==> src/rtl/skid_buffer_if.sv <==
// rtl/skid_buffer_if.sv - handshake bundle between upstream, skid stage and downstream
interface skid_buffer_if #(
    parameter int WIDTH = 32
);
    logic             flush;
    logic             in_valid;
    logic             in_ready;
    logic [WIDTH-1:0] in_data;
    logic             out_valid;
    logic             out_ready;
    logic [WIDTH-1:0] out_data;
    logic [1:0]       count;

    modport slave (
        input  flush, in_valid, in_data, out_ready,
        output in_ready, out_valid, out_data, count
    );

    modport master (
        output flush, in_valid, in_data, out_ready,
        input  in_ready, out_valid, out_data, count
    );
endinterface

==> src/rtl/skid_buffer.sv <==
// rtl/skid_buffer.sv - two-entry elastic stage with registered ready and synchronous flush
module skid_buffer #(
    parameter int WIDTH = 32
) (
    input  logic          clk,
    input  logic          rst,
    skid_buffer_if.slave  bus
);

    typedef enum logic [1:0] {
        EMPTY = 2'd0,
        ONE   = 2'd1,
        FULL  = 2'd2
    } state_e;

    state_e           state_q, state_d;
    logic [WIDTH-1:0] main_q, main_d;
    logic [WIDTH-1:0] skid_q, skid_d;
    logic             in_ready_q, in_ready_d;
    logic             out_valid_q, out_valid_d;
    logic             in_fire, out_fire;

    // Handshake flags come only from flops, so out_ready never reaches in_ready in one cycle.
    assign in_fire  = bus.in_valid & in_ready_q;
    assign out_fire = out_valid_q & bus.out_ready;

    always_comb begin
        state_d = state_q;
        main_d  = main_q;
        skid_d  = skid_q;
        if (bus.flush) begin
            state_d = EMPTY;
        end else begin
            case (state_q)
                EMPTY: begin
                    if (in_fire) begin
                        main_d  = bus.in_data;
                        state_d = ONE;
                    end
                end
                ONE: begin
                    if (in_fire && out_fire) begin
                        main_d = bus.in_data;
                    end else if (in_fire) begin
                        skid_d  = bus.in_data;
                        state_d = FULL;
                    end else if (out_fire) begin
                        state_d = EMPTY;
                    end
                end
                FULL: begin
                    if (out_fire) begin
                        main_d  = skid_q;
                        state_d = ONE;
                    end
                end
                default: state_d = EMPTY;
            endcase
        end
        in_ready_d  = (state_d != FULL);
        out_valid_d = (state_d != EMPTY);
    end

    always_ff @(posedge clk) begin
        if (rst) begin
            state_q     <= EMPTY;
            main_q      <= '0;
            skid_q      <= '0;
            in_ready_q  <= 1'b1;
            out_valid_q <= 1'b0;
        end else begin
            state_q     <= state_d;
            main_q      <= main_d;
            skid_q      <= skid_d;
            in_ready_q  <= in_ready_d;
            out_valid_q <= out_valid_d;
        end
    end

    assign bus.in_ready  = in_ready_q;
    assign bus.out_valid = out_valid_q;
    assign bus.out_data  = main_q;
    assign bus.count     = state_q;

endmodule
==> src/flat_wrapper.sv <==
// flat-port wrapper written by rule: the top's interface ports become plain ports
module skid_buffer_flat 
#(
    parameter int WIDTH = 32
)
  (clk, rst, bus_flush, bus_in_valid, bus_in_data, bus_out_ready, bus_in_ready, bus_out_valid, bus_out_data, bus_count);
  skid_buffer_if #(.WIDTH(WIDTH)) bus_i ();
  input  logic clk;
  input  logic rst;
  input wire logic [$bits(bus_i.flush)-1:0] bus_flush;
  input wire logic [$bits(bus_i.in_valid)-1:0] bus_in_valid;
  input wire logic [$bits(bus_i.in_data)-1:0] bus_in_data;
  input wire logic [$bits(bus_i.out_ready)-1:0] bus_out_ready;
  output wire logic [$bits(bus_i.in_ready)-1:0] bus_in_ready;
  output wire logic [$bits(bus_i.out_valid)-1:0] bus_out_valid;
  output wire logic [$bits(bus_i.out_data)-1:0] bus_out_data;
  output wire logic [$bits(bus_i.count)-1:0] bus_count;
  assign bus_i.flush = bus_flush;
  assign bus_i.in_valid = bus_in_valid;
  assign bus_i.in_data = bus_in_data;
  assign bus_i.out_ready = bus_out_ready;
  assign bus_in_ready = bus_i.in_ready;
  assign bus_out_valid = bus_i.out_valid;
  assign bus_out_data = bus_i.out_data;
  assign bus_count = bus_i.count;
  skid_buffer #(.WIDTH(WIDTH)) u_core (.clk(clk), .rst(rst), .bus(bus_i));
endmodule
==> config.mk <==
export PLATFORM = sky130hd
export DESIGN_NAME = skid_buffer_flat
export DESIGN_NICKNAME = d
export VERILOG_FILES = /design/src/rtl/skid_buffer_if.sv /design/src/rtl/skid_buffer.sv /design/src/flat_wrapper.sv
export SDC_FILE = /design/constraint.sdc
export NUM_CORES = 1
export LEC_CHECK = 0
export CAP_MARGIN = 10
export CORE_MARGIN = 5
export CORE_UTILIZATION = 48
export CTS_CLUSTER_DIAMETER = 150
export DETAILED_ROUTE_END_ITERATION = 6
export PLACE_DENSITY = 0.79
export SLEW_MARGIN = 20
export SYNTH_ARGS = -nofsm -noshare
export SYNTH_HDL_FRONTEND = slang
export SYNTH_SLANG_ARGS = --single-unit
==> constraint.sdc <==
create_clock -name clk -period 2 [get_ports clk]
set_input_delay 0.4 -clock clk [delete_from_list [all_inputs] [get_ports clk]]
set_output_delay 0.4 -clock clk [all_outputs]
set_load 0.01 [all_outputs]
==> flow_metrics.env, run 1 <==
export IMPL_status="complete, no violations"
export IMPL_drc=0
export IMPL_slew_headroom=0.7740
export IMPL_syn_nets=347
export IMPL_setup_viol=0
export IMPL_path_delay_family="buffers and inverters"
export IMPL_floorplan_initialDensity=0.4878
export IMPL_vdd_drop_max_mv=0.4748
export IMPL_instances_no_fill=457
export IMPL_port_buffers=72
export IMPL_gr_usage_all_layers=0.1928
export IMPL_coreArea_um2=5851
export IMPL_num_vias=2496
export IMPL_slew_violations=0
export IMPL_dpl_hpwl_um=4624
export IMPL_antenna_found_initial=0
export IMPL_grt_first_pass_wirelength_um=11530
export IMPL_postRouteAntennaNets=0
export IMPL_fill_cells=467
export IMPL_clock_fmax_ghz=0.5420
export IMPL_ys_seq_area_frac=0.4770
export IMPL_synth_area_mux_share=0.1122
export IMPL_clk_latency_ns=0.33
export IMPL_reg2reg_depth=5
export IMPL_synthArstFlopShare=0
export IMPL_cts_buffers=9
export IMPL_grt_start_max_net_pins=65
export IMPL_min_period_ns=1.845
export IMPL_critPathMaxStageDelay_ns=0.60
export IMPL_ys_warn_count=0
export IMPL_hold_buffers=0
export IMPL_placed_cells=441
export IMPL_path_clk_slew_ns=0.07
export IMPL_routed_wl_um=7011
export IMPL_synth_ff_latch_count=68
export IMPL_synth_area_leaders="dfxtp_1 48%, mux2i_1 11%, o311a_1 11%, nand2_1 8.7%, a21oi_1 5.6%"
export IMPL_tightest_slew_ns=0.3390
export IMPL_crit_buf_inv=1
export IMPL_io_pins=73
export IMPL_die_h_um=87.11
export IMPL_synth_edff_count=0
export IMPL_yosys_area_share_simple=0.1083
export IMPL_cts_path_max_buffers=2
export IMPL_grt_pass1_vias=2377
export IMPL_syn2layout_area_growth_pct=37.31
export IMPL_r2r_start="u_core.bus.count[0]"
export IMPL_syn_area_um2=2854
export IMPL_synth_top_flop_cell="dfxtp_1"
export IMPL_avgSynthCellArea_um2=9.206
export IMPL_path_max_fanout=7
export IMPL_drt_first_pass_iters=4
export IMPL_layout_commonest_cell="clkdlybuf4s50_1"
export IMPL_post_cts_resized=0
export IMPL_path_cells="clkdlybuf4s50_1"
export IMPL_r2r_end="u_core.skid_q[22]"
export IMPL_synth_xor_area_frac=0.003069
export IMPL_crit_start="u_core.bus.count[1]"
export IMPL_gr_total_overflow=0
export IMPL_cpMaxStageDelayCell="clkdlybuf4s50_1"
export IMPL_synthDistinctLibCells=23
export IMPL_synth_fa_ha_area_frac=0
export IMPL_yosysTopAreaCellShare=0.4770
export IMPL_die_area_um2=7588
export IMPL_synth_top_family_by_area="compound AO/OA/AOI/OAI gates"
export IMPL_die_w_um=87.11
export IMPL_cap_violations=0
export IMPL_cp_arrival_ns=1.45
export IMPL_end_kind="output pin"
export IMPL_cts_max_level=3
export IMPL_critPathKind="reg2out"
export IMPL_num_rows=28
export IMPL_cts_setup_buffers=0
export IMPL_post_drt_wl_per_cell_um=15.34
export IMPL_grt_setup_unrepaired="false"
export IMPL_cts_tree="yes"
export IMPL_nets=414
export IMPL_synth_compound_area_frac=0.2499
export IMPL_required_ns=1.60
export IMPL_skew_ns=0.005793
export IMPL_min_delay_start="u_core.skid_q[14]"
export IMPL_path_depth=1
export IMPL_p_leak_nw=1.700
export IMPL_p_per_area_nw_per_um2=778.5
export IMPL_netlist_instances=310
export IMPL_drt_iter0_markers=153
export IMPL_rrSetupSlack_ns=0.35
export IMPL_via_per_inst=5.462
export IMPL_synth_area_leader_cell="dfxtp_1"
export IMPL_place_congestion=0.7568
export IMPL_start_kind="flip-flop"
export IMPL_layout_common_cells="72 x clkdlybuf4s50_1, 68 x dfxtp_1, 66 x nand2_1"
export IMPL_hold_violations=0
export IMPL_fin_tns_setup_ns=0
export IMPL_crit_path_end="bus_count[1]"
export IMPL_n_antenna_cell=0
export IMPL_hold_class="reg2reg"
export IMPL_period_share=0.9226
export IMPL_drive_gt1_frac=0.09424
export IMPL_clock_sinks=68
export IMPL_root_buffer="clkbuf_8"
## metal layers
layer	share of wire	wire length, µm	global-route usage	vias to the layer above
li1	-	-	-	1255
met1	0.44	3095	0.2572	1162
met2	0.48	3359	0.2974	67
met3	0.062	433	0.04730	12
met4	0.017	122	0.08089	0
met5	0	0	0	-
## cells by family (layout without fill, tap and decap cells)
kind of cell | after synthesis | after routing
AOI/OAI and AO/OA | 103 | 103
and+or+nand+nor | 72 | 72
xor gates and xnor gates | 1 | 1
buffers and inverters | 34 | 106
muxes | 32 | 32
DFF | 68 | 68
## where the power goes
part	switching (mW)	internal (mW)
Clock	0.490	0.679
Sequential	0.0353	1.42
Combinational	0.183	0.246
## layout make-up
| class | count | area, µm² | area share |
|---|---|---|---|
| clock buffers | 13 | 168.9 | 0.04310 |
| clock inverters | 3 | 43.79 | 0.01117 |
| inverters | 3 | 11.26 | 0.002874 |
| multi-input cells | 208 | 1369 | 0.3493 |
| flip-flops and latches | 68 | 1361 | 0.3474 |
| well taps | 75 | 93.84 | 0.02395 |
| repair buffers | 87 | 870.8 | 0.2222 |
## tightest hold or removal path, stage by stage (launching register included)
cell and delay [ns]:
dfxtp_1 0.31, nand2_1 0.05, a21oi_1 0.05
## per-stage QoR
stage / hold WS [ns] / area [µm²] / worst slack (ns) / util / power (mW)
3_5_place_dp: 0.4466 / 3706 / -0.04431 / 0.6334 / 1.912
2_1_floorplan: 0.4357 / 2854 / 0.3078 / - / 1.668
3_3_place_gp: 0.4406 / 3706 / -0.01611 / 0.6334 / 1.906
4_1_cts: 0.4558 / 3919 / 0.1334 / 0.6698 / 3.075
5_1_grt: 0.4769 / 3919 / 0.07922 / 0.6698 / 3.191
6_report: 0.4540 / 3919 / 0.1548 / 0.6698 / 3.051
## synthesized netlist by cell type, types with 3 or more instances
library cell  instances
dfxtp_1              68
mux2i_1              32
inv_1                 3
a21oi_1              32
o21ai_1              32
clkbuf_1             20
buf_2                11
nand2_1              66
o311a_1              32
## worst min-delay path by stage
stage | slack (ns) | end | cells after the start
floorplan | 0.44 | u_core.skid_q[0] | 2
global placement | 0.44 | u_core.skid_q[1] | 2
global route | 0.48 | u_core.skid_q[10] | 2
finish | 0.45 | u_core.skid_q[14] | 2
CTS | 0.46 | u_core.skid_q[16] | 2
detailed placement | 0.45 | u_core.skid_q[16] | 2
## flip-flops by register name, summed over array words and instances, names as in the netlist
register and flops:
u_core.skid_q 32, u_core.bus.out_valid 1, u_core.bus.count 2, u_core.bus.out_data 32, u_core.bus.in_ready 1
Power figures use the tool's default switching activity.
==> run 2, diff against run 1 <==
--- a/config.mk
+++ b/config.mk
@@ -7,10 +7,9 @@
 export LEC_CHECK = 0
 export CAP_MARGIN = 10
 export CORE_MARGIN = 5
-export CORE_UTILIZATION = 48
+export CORE_UTILIZATION = 35
 export CTS_CLUSTER_DIAMETER = 150
 export DETAILED_ROUTE_END_ITERATION = 6
-export PLACE_DENSITY = 0.79
 export SLEW_MARGIN = 20
 export SYNTH_ARGS = -nofsm -noshare
 export SYNTH_HDL_FRONTEND = slang
==> run 2 against run 1 <==
  * Wire length grew 0.73%
  * Combinational power hardly changed
  * Worst setup slack improved by 0.017 ns
  * Sequential cell count stayed put
  * Sequential share of layout area about the same
  * Maximum frequency grew 0.92%
  * Non-clock buffer count rose by 1
  * Critical endpoint unchanged
  * Largest power group unchanged
  * Critical path type unchanged
  * Core utilization fell by 18 points
  * Register-to-register slack improved by 0.06 ns
==> flow_metrics.env, run 2 (synthesis gave the netlist of run 1 again) <==
export IMPL_status="complete, no violations"
export IMPL_floorplan_initialDensity=0.3527
export IMPL_num_rows=33
export IMPL_fin_ws_ns=0.1717
export IMPL_cts_path_max_buffers=2
export IMPL_slew_headroom=0.7899
export IMPL_end_kind="output pin"
export IMPL_critPathMaxStageDelay_ns=0.60
export IMPL_layout_common_cells="72 x clkdlybuf4s50_1, 68 x dfxtp_1, 66 x nand2_1"
export IMPL_gr_total_overflow=0
export IMPL_hold_class="reg2reg"
export IMPL_fill_cells=790
export IMPL_cts_tree="yes"
export IMPL_placed_area_um2=3764
export IMPL_root_buffer="clkbuf_8"
export IMPL_clock_sinks=68
export IMPL_n_antenna_cell=0
export IMPL_p_leak_nw=1.690
export IMPL_hold_slack_ns=0.4542
export IMPL_post_drt_wl_per_cell_um=14.47
export IMPL_post_place_ws_ns=-0.01238
export IMPL_cts_max_level=3
export IMPL_postRouteAntennaNets=0
export IMPL_cap_violations=0
export IMPL_grt_setup_unrepaired="false"
export IMPL_place_congestion=0.7675
export IMPL_layout_commonest_cell="clkdlybuf4s50_1"
export IMPL_whs_endpoint="u_core.skid_q[16]"
export IMPL_cpMaxStageDelayCell="clkdlybuf4s50_1"
export IMPL_grt_start_max_net_pins=47
export IMPL_r2r_start="u_core.bus.count[0]"
export IMPL_tightest_slew_ns=0.3151
export IMPL_drt_first_pass_iters=4
export IMPL_path_cells="clkdlybuf4s50_1"
export IMPL_drc=0
export IMPL_path_delay_family="buffers and inverters"
export IMPL_instances_no_fill=488
export IMPL_slew_violations=0
export IMPL_critPathKind="reg2out"
export IMPL_fin_tns_setup_ns=0
export IMPL_placed_cells=472
export IMPL_hold_buffers=0
export IMPL_clock_fmax_ghz=0.5470
export IMPL_required_ns=1.60
export IMPL_path_clk_slew_ns=0.07
export IMPL_port_buffers=72
export IMPL_grt_first_pass_wirelength_um=11560
export IMPL_vdd_drop_max_mv=0.2684
export IMPL_syn2layout_area_growth_pct=37.48
export IMPL_skew_ns=0.008539
export IMPL_p_per_area_nw_per_um2=721.2
export IMPL_start_kind="flip-flop"
export IMPL_clk_latency_ns=0.33
export IMPL_period_share=0.9142
export IMPL_die_w_um=100.3
export IMPL_gr_usage_all_layers=0.1434
export IMPL_crit_start="u_core.bus.count[1]"
export IMPL_reg2reg_depth=5
export IMPL_min_period_ns=1.828
export IMPL_design_area_um2=3924
export IMPL_power_mw=2.830
export IMPL_hold_depth=2
export IMPL_routed_wl_um=7062
export IMPL_die_h_um=100.3
export IMPL_rrSetupSlack_ns=0.41
export IMPL_setup_viol=0
export IMPL_die_area_um2=10060
export IMPL_cp_arrival_ns=1.43
export IMPL_crit_buf_inv=1
export IMPL_cts_setup_buffers=0
export IMPL_drive_gt1_frac=0.09399
export IMPL_final_core_util=0.4848
export IMPL_via_per_inst=5.057
export IMPL_cts_buffers=9
export IMPL_antenna_found_initial=0
export IMPL_io_pins=73
export IMPL_dpl_hpwl_um=4589
export IMPL_min_delay_start="u_core.skid_q[16]"
export IMPL_post_cts_resized=0
export IMPL_nets=415
export IMPL_num_vias=2468
export IMPL_grt_pass1_vias=2354
export IMPL_path_max_fanout=7
export IMPL_r2r_end="u_core.skid_q[14]"
export IMPL_coreArea_um2=8093
export IMPL_drt_iter0_markers=102
export IMPL_hold_violations=0
[run 2: changes by cell type in the layout (fill, tap and decap cells not counted)]
cell	change
buf_12	+1
clkinv_2	+3
clkbuf_1	+1
bufinv_16	-1
clkbuf_8	-3
[run 2: metal layers]
metal	GRT usage	wire length, µm
met1	0.1943	3510
met2	0.2090	3013
met3	0.05142	439
met4	0.05285	98
met5	0	0
[run 2: layout make-up]
class | instances | area (µm²) | share of cell area
flip-flops and latches | 68 | 1361 | 0.3469
clock inverters | 5 | 28.78 | 0.007334
well taps | 105 | 131.4 | 0.03348
repair buffers | 88 | 890.9 | 0.2270
clock buffers | 11 | 131.4 | 0.03348
multi-input cells | 208 | 1369 | 0.3489
inverters | 3 | 11.26 | 0.002870
[run 2: worst max-delay path by stage]
stage | end | slack [ns] | cells after the start
finish | bus_count[1] | 0.17 | 1
global route | bus_count[1] | 0.11 | 1
CTS | bus_count[1] | 0.14 | 1
detailed placement | u_core.skid_q[1] | -0.01 | 6
global placement | u_core.skid_q[22] | 0.008 | 6
floorplan | u_core.skid_q[0] | 0.31 | 6
[run 2: worst register-to-register path, delay by kind of cell (launching register included)]
kind,cells,cell delay (ns)
buffers and inverters,1,0.20
AND/OR/NAND/NOR,2,0.54
AO/OA/AOI/OAI,2,0.31
flip-flops,1,0.43
[run 2: where the power goes]
group          leakage (nW)  internal, mW  total (mW)  switching, mW
clock network        0.0868         0.444       0.946          0.502
registers             0.555          1.42        1.45         0.0361
logic                  1.05         0.250       0.431          0.181
total                  1.69          2.11        2.83          0.719
==> run 3, diff against run 2 <==
--- a/config.mk
+++ b/config.mk
@@ -5,11 +5,12 @@
 export SDC_FILE = /design/constraint.sdc
 export NUM_CORES = 1
 export LEC_CHECK = 0
-export CAP_MARGIN = 10
+export ABC_CLOCK_PERIOD_IN_PS = 2000
 export CORE_MARGIN = 5
 export CORE_UTILIZATION = 35
 export CTS_CLUSTER_DIAMETER = 150
 export DETAILED_ROUTE_END_ITERATION = 6
+export DONT_BUFFER_PORTS = 1
 export SLEW_MARGIN = 20
 export SYNTH_ARGS = -nofsm -noshare
 export SYNTH_HDL_FRONTEND = slang
==> run 3 against run 2 <==
  * Clock power grew 8%
  * Non-clock buffer count is 80 lower
  * Worst setup slack gained 0.089 ns
  * Largest power group unchanged
  * Core utilization is 9.7 points lower
  * Sequential share of layout area is 8.7 points higher
  * Largest cell class unchanged
  * Critical path depth up 4
  * Combinational power fell by 57%
  * Sequential power up 3%
==> flow_metrics.env, run 3 (synthesis gave the netlist of run 1 again) <==
export IMPL_num_vias=2119
export IMPL_place_congestion=0.7462
export IMPL_hold_violations=0
export IMPL_grt_start_max_net_pins=65
export IMPL_grt_setup_unrepaired="false"
export IMPL_coreArea_um2=8093
export IMPL_fin_ws_ns=0.2610
export IMPL_path_max_fanout=32
export IMPL_antenna_found_initial=0
export IMPL_root_buffer="clkbuf_8"
export IMPL_post_place_ws_ns=0.2544
export IMPL_fin_tns_setup_ns=0
export IMPL_clock_sinks=68
export IMPL_cp_arrival_ns=1.96
export IMPL_num_rows=33
export IMPL_vdd_drop_max_mv=0.3212
export IMPL_drive_gt1_frac=0.09241
export IMPL_path_clk_slew_ns=0.07
export IMPL_placed_cells=392
export IMPL_hold_slack_ns=0.1340
export IMPL_die_h_um=100.3
export IMPL_multi_input_area_um2=1369
export IMPL_final_core_util=0.3878
export IMPL_post_drt_wl_per_cell_um=16.30
export IMPL_cts_tree="yes"
export IMPL_drt_iter0_markers=37
export IMPL_post_cts_resized=0
export IMPL_status="complete, no violations"
export IMPL_cap_violations=0
export IMPL_slew_headroom=0.7104
export IMPL_die_area_um2=10060
export IMPL_clk_latency_ns=0.33
export IMPL_die_w_um=100.3
export IMPL_required_ns=2.22
export IMPL_cts_buffers=9
export IMPL_gr_usage_all_layers=0.1368
export IMPL_hold_class="in2reg"
export IMPL_setup_viol=0
export IMPL_fill_cells=845
export IMPL_cts_setup_buffers=0
export IMPL_critPathKind="reg2reg"
export IMPL_floorplan_initialDensity=0.3527
export IMPL_p_per_area_nw_per_um2=858.5
export IMPL_nets=335
export IMPL_grt_pass1_vias=2008
export IMPL_start_kind="flip-flop"
export IMPL_instances_no_fill=408
export IMPL_drt_first_pass_iters=4
export IMPL_register_area_um2=1361
export IMPL_drc=0
export IMPL_end_kind="flip-flop"
export IMPL_cts_path_max_buffers=2
export IMPL_slew_violations=0
export IMPL_layout_commonest_cell="dfxtp_1"
export IMPL_grt_first_pass_wirelength_um=10820
export IMPL_n_antenna_cell=0
export IMPL_routed_wl_um=6650
export IMPL_tightest_slew_ns=0.4344
export IMPL_clock_fmax_ghz=0.5751
export IMPL_period_share=0.8695
export IMPL_dpl_hpwl_um=4204
export IMPL_io_pins=73
export IMPL_layout_common_cells="68 x dfxtp_1, 66 x nand2_1"
export IMPL_via_per_inst=5.194
export IMPL_skew_ns=0.01302
export IMPL_hold_buffers=0
export IMPL_postRouteAntennaNets=0
export IMPL_min_period_ns=1.739
export IMPL_p_leak_nw=1.376
export IMPL_gr_total_overflow=0
export IMPL_cts_max_level=3
export IMPL_syn2layout_area_growth_pct=9.952
export IMPL_port_buffers=0
==> run 3: changes by cell type in the layout (fill, tap and decap cells not counted) <==
cell | before | now
buf_12 | 4 | 2
clkinv_2 | 4 | 1
buf_4 | 12 | 6
clkdlybuf4s50_1 | 72 | 0
clkbuf_8 | 9 | 11
clkinvlp_4 | 0 | 1
==> run 3: area by class of cell <==
cell class,count,share of cell area
sequential,68,0.4338
inverter,3,0.003589
clock inverter,3,0.006778
clock buffer,13,0.05064
tap,105,0.04187
multi-input combinational,208,0.4362
timing repair buffer,8,0.02711
==> run 3: worst paths after layout <==
check | from | to | slack, ns | depth (start not counted)
max | u_core.bus.count[0] | u_core.skid_q[11] | 0.26 | 5
min | rst | u_core.skid_q[29] | 0.13 | 1
max reg2reg | u_core.bus.count[0] | u_core.skid_q[11] | 0.26 | 5
min reg2reg | u_core.skid_q[8] | u_core.skid_q[8] | 0.45 | 2
==> run 3: where the power goes <==
group / leakage (nW) / internal, mW / total (mW) / switching, mW
Combinational: 0.732 / 0.0919 / 0.186 / 0.0943
Clock: 0.0896 / 0.519 / 1.02 / 0.502
Sequential: 0.555 / 1.42 / 1.49 / 0.0689
==> run 3: worst max-delay path, cell delays in order, from the launching register on <==
cell     delay (ns)
dfxtp_1        0.49
a21bo_2        0.31
or4_1          0.40
buf_4          0.26
nand2_1        0.11
a21oi_1        0.06
==> run 3: per-stage QoR <==
stage                     instance area [µm²]  power [mW]
final                                    3138       2.694
after global routing                     3138       2.848
after CTS                                3138       2.744
after detailed placement                 2958       1.708
after global placement                   2958       1.703
after floorplan                          2854       1.668
==> run 3: metal layers <==
layer	GRT usage	vias to the layer above	part of all wire
li1	-	1096	-
met5	0	-	0
met1	0.1722	966	0.45
met2	0.2008	51	0.45
met3	0.06741	6	0.093
met4	0.05181	0	0.012
